===== src/rtl/wallace_dot_acc.sv =====
// wallace_dot_acc
//   Dot-product accumulator placed directly behind the 16x16 pipelined Wallace
//   multiplier. The multiplier cannot stall, so every issued op is tagged and
//   the tag travels through a LATENCY-deep delay line. When it comes out, it
//   lines up with the product of that op. Products of one vector are summed.
//   On the last element the sum and the element count go into a small result
//   FIFO. op_ready is a credit: it is high only while the FIFO still has room
//   for every last-element tag that is already in flight.
//
// Ports
//   clk_i        rising-edge clock
//   rst_ni       asynchronous active-low reset
//   op_valid_i   issuer presents a/b to the multiplier this cycle
//   op_last_i    qualifies op_valid_i: final element of the vector
//   op_ready_o   credit available; ops issued while low are not tagged
//   mul_p_i      multiplier product
//   mul_done_i   multiplier pipeline-filled flag
//   res_valid_o  FIFO head holds a completed dot product
//   res_ready_i  consumer takes the head when res_valid_o & res_ready_i
//   res_data_o   dot product (mod 2^ACC_W)
//   res_count_o  element count of that vector (saturating)
//   acc_ovf_o    sticky accumulator carry-out flag
module wallace_dot_acc #(
  parameter int LATENCY    = 6,
  parameter int ACC_W      = 40,
  parameter int CNT_W      = 8,
  parameter int FIFO_DEPTH = 4
) (
  input  logic             clk_i,
  input  logic             rst_ni,
  input  logic             op_valid_i,
  input  logic             op_last_i,
  output logic             op_ready_o,
  input  logic [31:0]      mul_p_i,
  input  logic             mul_done_i,
  output logic             res_valid_o,
  input  logic             res_ready_i,
  output logic [ACC_W-1:0] res_data_o,
  output logic [CNT_W-1:0] res_count_o,
  output logic             acc_ovf_o
);

  localparam int PTR_W = $clog2(FIFO_DEPTH);
  localparam int CRD_W = PTR_W + 1;

  typedef struct packed {
    logic [ACC_W-1:0] data;
    logic [CNT_W-1:0] cnt;
  } res_t;

  // ---------------------------------------------------------------- tagging
  logic               accepted;
  logic [LATENCY-1:0] vld_pipe_q, lst_pipe_q;
  logic               tag_v, tag_last;

  assign accepted = op_valid_i & op_ready_o;
  assign tag_v    = vld_pipe_q[LATENCY-1];
  assign tag_last = lst_pipe_q[LATENCY-1];

  always_ff @(posedge clk_i or negedge rst_ni) begin
    if (!rst_ni) begin
      vld_pipe_q <= '0;
      lst_pipe_q <= '0;
    end else begin
      vld_pipe_q <= {vld_pipe_q[LATENCY-2:0], accepted};
      lst_pipe_q <= {lst_pipe_q[LATENCY-2:0], accepted & op_last_i};
    end
  end

  // ------------------------------------------------------------ accumulator
  logic [ACC_W-1:0] acc_q, acc_d;
  logic [CNT_W-1:0] cnt_q, cnt_d, cnt_next;
  logic             ovf_q, ovf_d;
  logic [31:0]      prod;
  logic [ACC_W:0]   sum;
  logic             push;

  // A tagged slot without mul_done still counts as an element and adds zero.
  assign prod     = mul_done_i ? mul_p_i : 32'd0;
  assign sum      = {1'b0, acc_q} + {{(ACC_W+1-32){1'b0}}, prod};
  assign cnt_next = (cnt_q == {CNT_W{1'b1}}) ? cnt_q : cnt_q + CNT_W'(1);
  assign push     = tag_v & tag_last;

  always_comb begin
    acc_d = acc_q;
    cnt_d = cnt_q;
    ovf_d = ovf_q;
    if (tag_v) begin
      ovf_d = ovf_q | sum[ACC_W];
      if (tag_last) begin
        // The finished sum goes to the FIFO. The next vector starts from zero
        // on the same edge, so no bubble is needed between vectors.
        acc_d = '0;
        cnt_d = '0;
      end else begin
        acc_d = sum[ACC_W-1:0];
        cnt_d = cnt_next;
      end
    end
  end

  always_ff @(posedge clk_i or negedge rst_ni) begin
    if (!rst_ni) begin
      acc_q <= '0;
      cnt_q <= '0;
      ovf_q <= 1'b0;
    end else begin
      acc_q <= acc_d;
      cnt_q <= cnt_d;
      ovf_q <= ovf_d;
    end
  end

  assign acc_ovf_o = ovf_q;

  // ------------------------------------------------------------ result FIFO
  res_t             mem_q [FIFO_DEPTH];
  logic [PTR_W:0]   wr_q, rd_q;
  logic             empty, full, pop;

  assign empty       = (wr_q == rd_q);
  assign full        = (wr_q[PTR_W] != rd_q[PTR_W]) &&
                       (wr_q[PTR_W-1:0] == rd_q[PTR_W-1:0]);
  assign res_valid_o = ~empty;
  assign pop         = res_valid_o & res_ready_i;
  assign res_data_o  = mem_q[rd_q[PTR_W-1:0]].data;
  assign res_count_o = mem_q[rd_q[PTR_W-1:0]].cnt;

  always_ff @(posedge clk_i or negedge rst_ni) begin
    if (!rst_ni) begin
      wr_q <= '0;
      rd_q <= '0;
      for (int i = 0; i < FIFO_DEPTH; i++) mem_q[i] <= '0;
    end else begin
      if (push) begin
        mem_q[wr_q[PTR_W-1:0]] <= '{data: sum[ACC_W-1:0], cnt: cnt_next};
        wr_q <= wr_q + 1'b1;
      end
      if (pop) rd_q <= rd_q + 1'b1;
    end
  end

  // ----------------------------------------------------------------- credits
  // reserved = FIFO occupancy + last-tags still in the delay line. It goes up
  // when a last is accepted and down when an entry is popped. Because
  // op_ready_o gates every op, not only lasts, a vector is never split.
  logic [CRD_W-1:0] reserved_q, reserved_d;
  logic             take;

  assign take = accepted & op_last_i;

  always_comb begin
    reserved_d = reserved_q;
    case ({take, pop})
      2'b10:   reserved_d = reserved_q + 1'b1;
      2'b01:   reserved_d = reserved_q - 1'b1;
      default: reserved_d = reserved_q;
    endcase
  end

  always_ff @(posedge clk_i or negedge rst_ni) begin
    if (!rst_ni) reserved_q <= '0;
    else         reserved_q <= reserved_d;
  end

  assign op_ready_o = (reserved_q < CRD_W'(FIFO_DEPTH));

`ifndef SYNTHESIS
  // Credits make a push into a full FIFO without a matching pop unreachable.
  a_no_overflow: assert property (@(posedge clk_i) disable iff (!rst_ni)
    !(push && full && !pop));
`endif

endmodule


===== config.mk =====
export PLATFORM = sky130hd
export DESIGN_NAME = wallace_dot_acc
export DESIGN_NICKNAME = d
export VERILOG_FILES = /design/src/rtl/wallace_dot_acc.sv
export SDC_FILE = /design/constraint.sdc
export NUM_CORES = 1
export LEC_CHECK = 0
export ABC_AREA = 1
export BUFFER_PORTS_ARGS = -buffer_cell sky130_fd_sc_hd__buf_2
export CAP_MARGIN = 5
export CELL_PAD_IN_SITES_DETAIL_PLACEMENT = 1
export CELL_PAD_IN_SITES_GLOBAL_PLACEMENT = 1
export CORE_ASPECT_RATIO = 0.8
export CORE_MARGIN = 5
export CORE_UTILIZATION = 49
export DETAILED_ROUTE_END_ITERATION = 10
export PLACE_DENSITY = 0.86
export SLEW_MARGIN = 15
export SYNTH_ARGS = -nofsm -noshare
export SYNTH_HDL_FRONTEND = slang
export SYNTH_SLANG_ARGS = --single-unit

===== constraint.sdc =====
create_clock -name clk_i -period 3.6 [get_ports clk_i]
set_clock_uncertainty 0.05 [all_clocks]
set_input_delay 0.72 -clock clk_i [delete_from_list [all_inputs] [get_ports clk_i]]
set_output_delay 0.72 -clock clk_i [all_outputs]
set_load 0.02 [all_outputs]

Word level (Yosys, flattened, before mapping)
Index checks and enable logic that the tools add are counted.
{"block": "totals", "register_bits": 262, "in_bits": 38, "output_inout_bits": 51, "word_cells": 51}
{"block": "op_classes", "n_addsub": 6, "magnitude_cmp": 4, "eq_ne": 4, "muxes": 11, "n_bitwise": 8, "n_reduce_logical": 2}
{"op": "$bwmux W192", "n": 1}
{"op": "$mux W48", "n": 3}
{"op": "$bmux W48 S2", "n": 1}
{"op": "$demux W48 S2", "n": 1}
{"op": "$add A40 B32 Y41", "n": 1}
{"op": "$mux W40", "n": 1}
{"op": "$mux W32", "n": 1}
{"op": "$mux W8", "n": 2}
{"op": "$add A3 B1 Y3 const B", "n": 3}
{"op": "$add A8 B1 Y8 const B", "n": 1}
{"op": "$eq A8 B8 Y1 const B", "n": 1}
{"op": "$ge A3 B3 Y1 const B", "n": 2}
{"op": "$not A2 Y3", "n": 2}
{"op": "$pmux W3 S2", "n": 1}
{"op": "$and A1 B1 Y1", "n": 4}
{"op": "$eq A3 B3 Y1", "n": 1}
{"op": "$lt A3 B1 Y1 const B", "n": 1}
{"op": "$lt A3 B3 Y1 const B", "n": 1}
{"op": "$sub A3 B1 Y3 const B", "n": 1}
{"op": "$eq A2 B1 Y1 const B", "n": 1}
{"op": "$eq A2 B2 Y1 const B", "n": 1}
{"op": "$reduce_bool A2 Y1", "n": 1}
{"op": "$logic_and A1 B1 Y1", "n": 1}
{"op": "$not A1 Y1", "n": 1}
{"op": "$or A1 B1 Y1", "n": 1}

Longest topological paths before layout
{"block": "depth", "ltp_word": 6, "depth_mapped": 18, "mapped_depth_nobuf": 17}

Least setup slack after synthesis
OpenSTA, ideal clock, no wires.
{"block": "synth_path", "path_type": "input to register", "startpoint": "input mul_done_i", "endpoint": "register mem_q[40] (netlist name)", "setup_time_ns": 0.118, "arrival_time_ns": 2.610, "required_ns": 3.432, "setup_slack_ns": 0.822, "stages": 18, "path_buffers": 1, "path_cell_list": "clkbuf_1 nand2_1 inv_1 ha_1 inv_1 fa_1 inv_1 nand3_1 nand3_1 nand2_1 nand2_1 nand2_1 nand2_2 nand2_1 nand2_1 nand2_2 nand3_1 nand2_1"}
{"block": "synth_via", "elab_chain_len": 3}
{"element": "start: declaration", "line_no": "35", "source": "input logic mul_done_i,"}
{"element": "$mux W32", "line_no": "79", "source": "assign prod = mul_done_i ? mul_p_i : 32'd0;"}
{"element": "$add A40 B32 Y41", "line_no": "80", "source": "assign sum = {1'b0, acc_q} + {{(ACC_W+1-32){1'b0}}, prod};"}
{"element": "$bwmux W192", "line_no": "136", "source": "mem_q[wr_q[PTR_W-1:0]] <= '{data: sum[ACC_W-1:0], cnt: cnt_next};"}
{"element": "end signal: indexed assignment", "line_no": "136"}
{"element": "end: declaration", "line_no": "117", "source": "res_t mem_q [FIFO_DEPTH];"}
No other way between the ends.
A chain may end at the register's enable or synchronous reset.

Final worst setup path
{"block": "layout_path", "startpoint": "register rd_q[1]", "endpoint": "output res_data_o[32]"}
{"block": "layout_via", "elab_chain_len": 4}
{"element": "start: declaration", "line_no": "118", "source": "logic [PTR_W:0] wr_q, rd_q;"}
{"element": "start signal: assignment", "line_no": "139", "source": "if (pop) rd_q <= rd_q + 1'b1;"}
{"element": "$not A2 Y3 (not written as such)", "line_no": "126", "source": "assign res_data_o = mem_q[rd_q[PTR_W-1:0]].data;"}
{"element": "$bmux W48 S2", "line_no": "126"}
{"element": "$mux W48 (2 in a row)"}
{"element": "end: declaration", "line_no": "38", "source": "output logic [ACC_W-1:0] res_data_o,"}
No other way between the ends. The select of a mux whose other input is x is not followed.

==> results.py <==
metrics = {
    "detailed_routing": {
        "drtIter0Drc": 987,
        "drc_errors": 0,
        "wl_per_cell_um": 20.6,
        "wl_um": 48200,
        "first_pass_iters": 5,
        "routed_via_density": 5.69,
        "detailroute.via_count": 13291,
        "drtAntennaViolNets": 0,
    },
    "layout": {
        "fillCellCount": 3637,
        "fin_area_um2": 15900,
        "finalNetCount": 2028,
        "drive_gt1_share_pct": 12.0,
        "finalNonFillerCells": 2337,
        "area_growth_pct": 11.8,
        "diodes": 0,
    },
    "clocking": {
        "cts_max_path_buffers": 3,
        "ctsResizeCount": 0,
        "insertion_delay_ns": 0.57,
        "htreeDepth": 1,
        "cts_sinks": 262,
        "cts_setup_buffers": 0,
        "clkSlewWorstSetupHoldPaths_ns": 0.06,
        "ctsHoldBuffers": 0,
        "cts_tree": "done",
        "cts_inserted_buffers": 28,
        "cts-root-buf": "clkbuf_16",
    },
    "grt": {
        "grt_pass1_wl_um": 77600,
        "grt_pass1_vias": 14223,
        "antenna_found_initial": 0,
        "grt-ovfl-total": 0,
        "grt_use_total_pct": 29.5,
        "grt_max_degree": 80,
    },
    "timing": {
        "maxSlewViolCount": 0,
        "fin_setup_tns_ns": 0,
        "hold_viol_final": 0,
        "tightest_slew_ns": 1.20,
        "max_freq_mhz": 309,
        "fin_hold_ws_ns": 0.0486,
        "setup_viol": 0,
        "rsz0062_at_grt": "false",
        "fin_crit_ns": 3.24,
        "max-slew-margin-rel_pct": 20.0,
        "fin_crit_sh_pct": 89.9,
    },
    "place": {
        "routabilityCongestion": 0.916,
        "dpl_cell_area_um2": 15000,
        "dp_hpwl_um": 31900,
        "io_buffers": 88,
        "placed_cells": 2289,
    },
    "synthesis": {
        "ys_async_sr_fraction_pct": 100,
        "synth_area_per_cell_um2": 7.51,
        "yosysSeqAreaShare_pct": 46.1,
        "synth_edf_count": 0,
        "synth_fp_nets": 1972,
        "synthTopCellsByArea": "dfrtp_1 (46%), nand2_1 (16%), o21ai_0 (7.5%), inv_1 (4.5%), nand3_1 (4.3%)",
        "synth_area_leader_cell": "dfrtp_1",
        "ys_ff_latch": 262,
        "syn_inst": 1893,
        "synth_top_area_share_pct": 46.1,
        "yosys_warnings": 0,
        "yosys-top-cells-count": "nand2_1 (623), dfrtp_1 (262), o21ai_0 (214)",
        "synth_ff_type": "dfrtp_1",
        "syn-cell-area_um2": 14200,
        "yosys.cell_types.count": 40,
        "synth.most_common_cell": "nand2_1",
    },
    "floorplanning": {
        "dieHeight_um": 162,
        "start_util_pct": 50.0,
        "die-area_um2": 32500,
        "io_pins": 89,
        "fp-row-count": 55,
        "dieWidth_um": 200,
        "core_area_um2": 28400,
    },
    "critical_path": {
        "worstPathMaxFanout": 30,
        "path_class": "reg2out",
        "required_ns": 2.83,
        "startpoint": "rd_q[1]$_DFFE_PN0P_",
        "r2r-start": "rd_q[1]$_DFFE_PN0P_",
        "rrSetupSlack_ns": 0.88,
        "crit_path_start_kind": "flop",
        "crit_path_end_kind": "primary output",
        "cp.arrival_ns": 2.47,
    },
    "pwr": {
        "power.total_mw": 14.2,
        "p_leak_nw": 8.28,
        "vdd_drop_max_uv": 460,
        "power_density_nw_per_um2": 891,
    },
    "run_status": {
        "status": "finished clean",
    },
    "worst_hold_path": {
        "hp-class": "in2async",
    },
    "job": {
        "cap_violations": 0,
    },
}
-- final cells by class --
type	count	area [µm²]	share of cell area (%)
multi-input combinational	1373	6670	41.9
sequential	262	6560	41.3
clock buffer	35	747	4.70
timing repair buffer	109	658	4.14
inverter	175	657	4.13
tap	370	463	2.91
clock inverter	13	148	0.929
-- worst paths after layout --
path                                             endpoint  depth (start not counted)
worst max-delay path                       res_data_o[32]                          5
max in group asynchronous             rd_q[0]$_DFFE_PN0P_                          2
worst min register to register    vld_pipe_q[4]$_DFF_PN0_                          0
worst min-delay path                mem_q[11]$_DFFE_PN0P_                          1
worst max register to register  reserved_q[2]$_DFFE_PN0P_                         10
min in group clk_i                vld_pipe_q[4]$_DFF_PN0_                          0
-- per-layer routing --
| metal | wire length [µm] | share of wire, % | GRT usage, % | up-vias |
|---|---|---|---|---|
| met4 | 851 | 1.8 | 6.10 | 0 |
| met2 | 21900 | 45 | 48.2 | 375 |
| met1 | 22500 | 47 | 42.5 | 6678 |
| met5 | 0 | 0 | 0 | - |
| met3 | 2970 | 6.2 | 4.30 | 69 |
| li1 | - | - | - | 6169 |
-- stage by stage --
stage          util, %  setup slack (ns)
2_1_floorplan        -             0.822
6_report          55.9             0.363
3_5_place_dp      52.8             0.351
5_1_grt           55.9             0.326
3_3_place_gp      52.8             0.454
4_1_cts           55.9             0.392
-- registers in the layout, indices dropped and copies added, names as in the netlist --
signal / count
acc_ovf_o: 1
acc_q: 40
cnt_q: 8
lst_pipe_q: 6
mem_q: 192
rd_q: 3
reserved_q: 3
vld_pipe_q: 6
wr_q: 3
-- report_power, final --
group	switching [mW]	total, mW	internal (mW)
Clock	1.26	2.87	1.62
Sequential	0.773	4.88	4.11
Combinational	4.45	6.42	1.97
-- critical path, stage by stage (launching register included) --
cell and delay (ns):
dfrtp_1 0.56, inv_1 0.15, buf_4 0.38, o21ai_0 0.18, o22ai_1 0.37, buf_2 0.25
-- cells in the final DEF (no fill, tap or decap), drive strengths merged --
cell / netlist / final
a21oi: 27 / 27
a22o: 1 / 1
a31oi: 1 / 1
buf: 18 / 109
bufinv: 0 / 2
clkbuf: 65 / 35
clkinv: 1 / 8
clkinvlp: 0 / 3
dfrtp: 262 / 262
fa: 2 / 2
ha: 39 / 39
inv: 174 / 175
nand2: 658 / 658
nand3: 144 / 144
nand3b: 4 / 4
nand4: 2 / 2
nor2: 165 / 165
nor3: 8 / 8
nor4: 4 / 4
o21ai: 228 / 228
o21bai: 2 / 2
o22ai: 52 / 52
or2: 5 / 5
xnor2: 19 / 19
xor2: 12 / 12
-- cell families after synthesis --
| family | Yosys count | share of synthesized area [%] |
|---|---|---|
| AND/OR/NAND/NOR | 990 | 29.5 |
| flip-flops | 262 | 46.1 |
| buffers and inverters | 258 | 7.03 |
| AO/OA/AOI/OAI | 311 | 11.6 |
| XOR/XNOR | 31 | 2.02 |
| adder cells (fa/ha/maj) | 41 | 3.72 |
No activity file was read; power rests on OpenSTA's default activity.
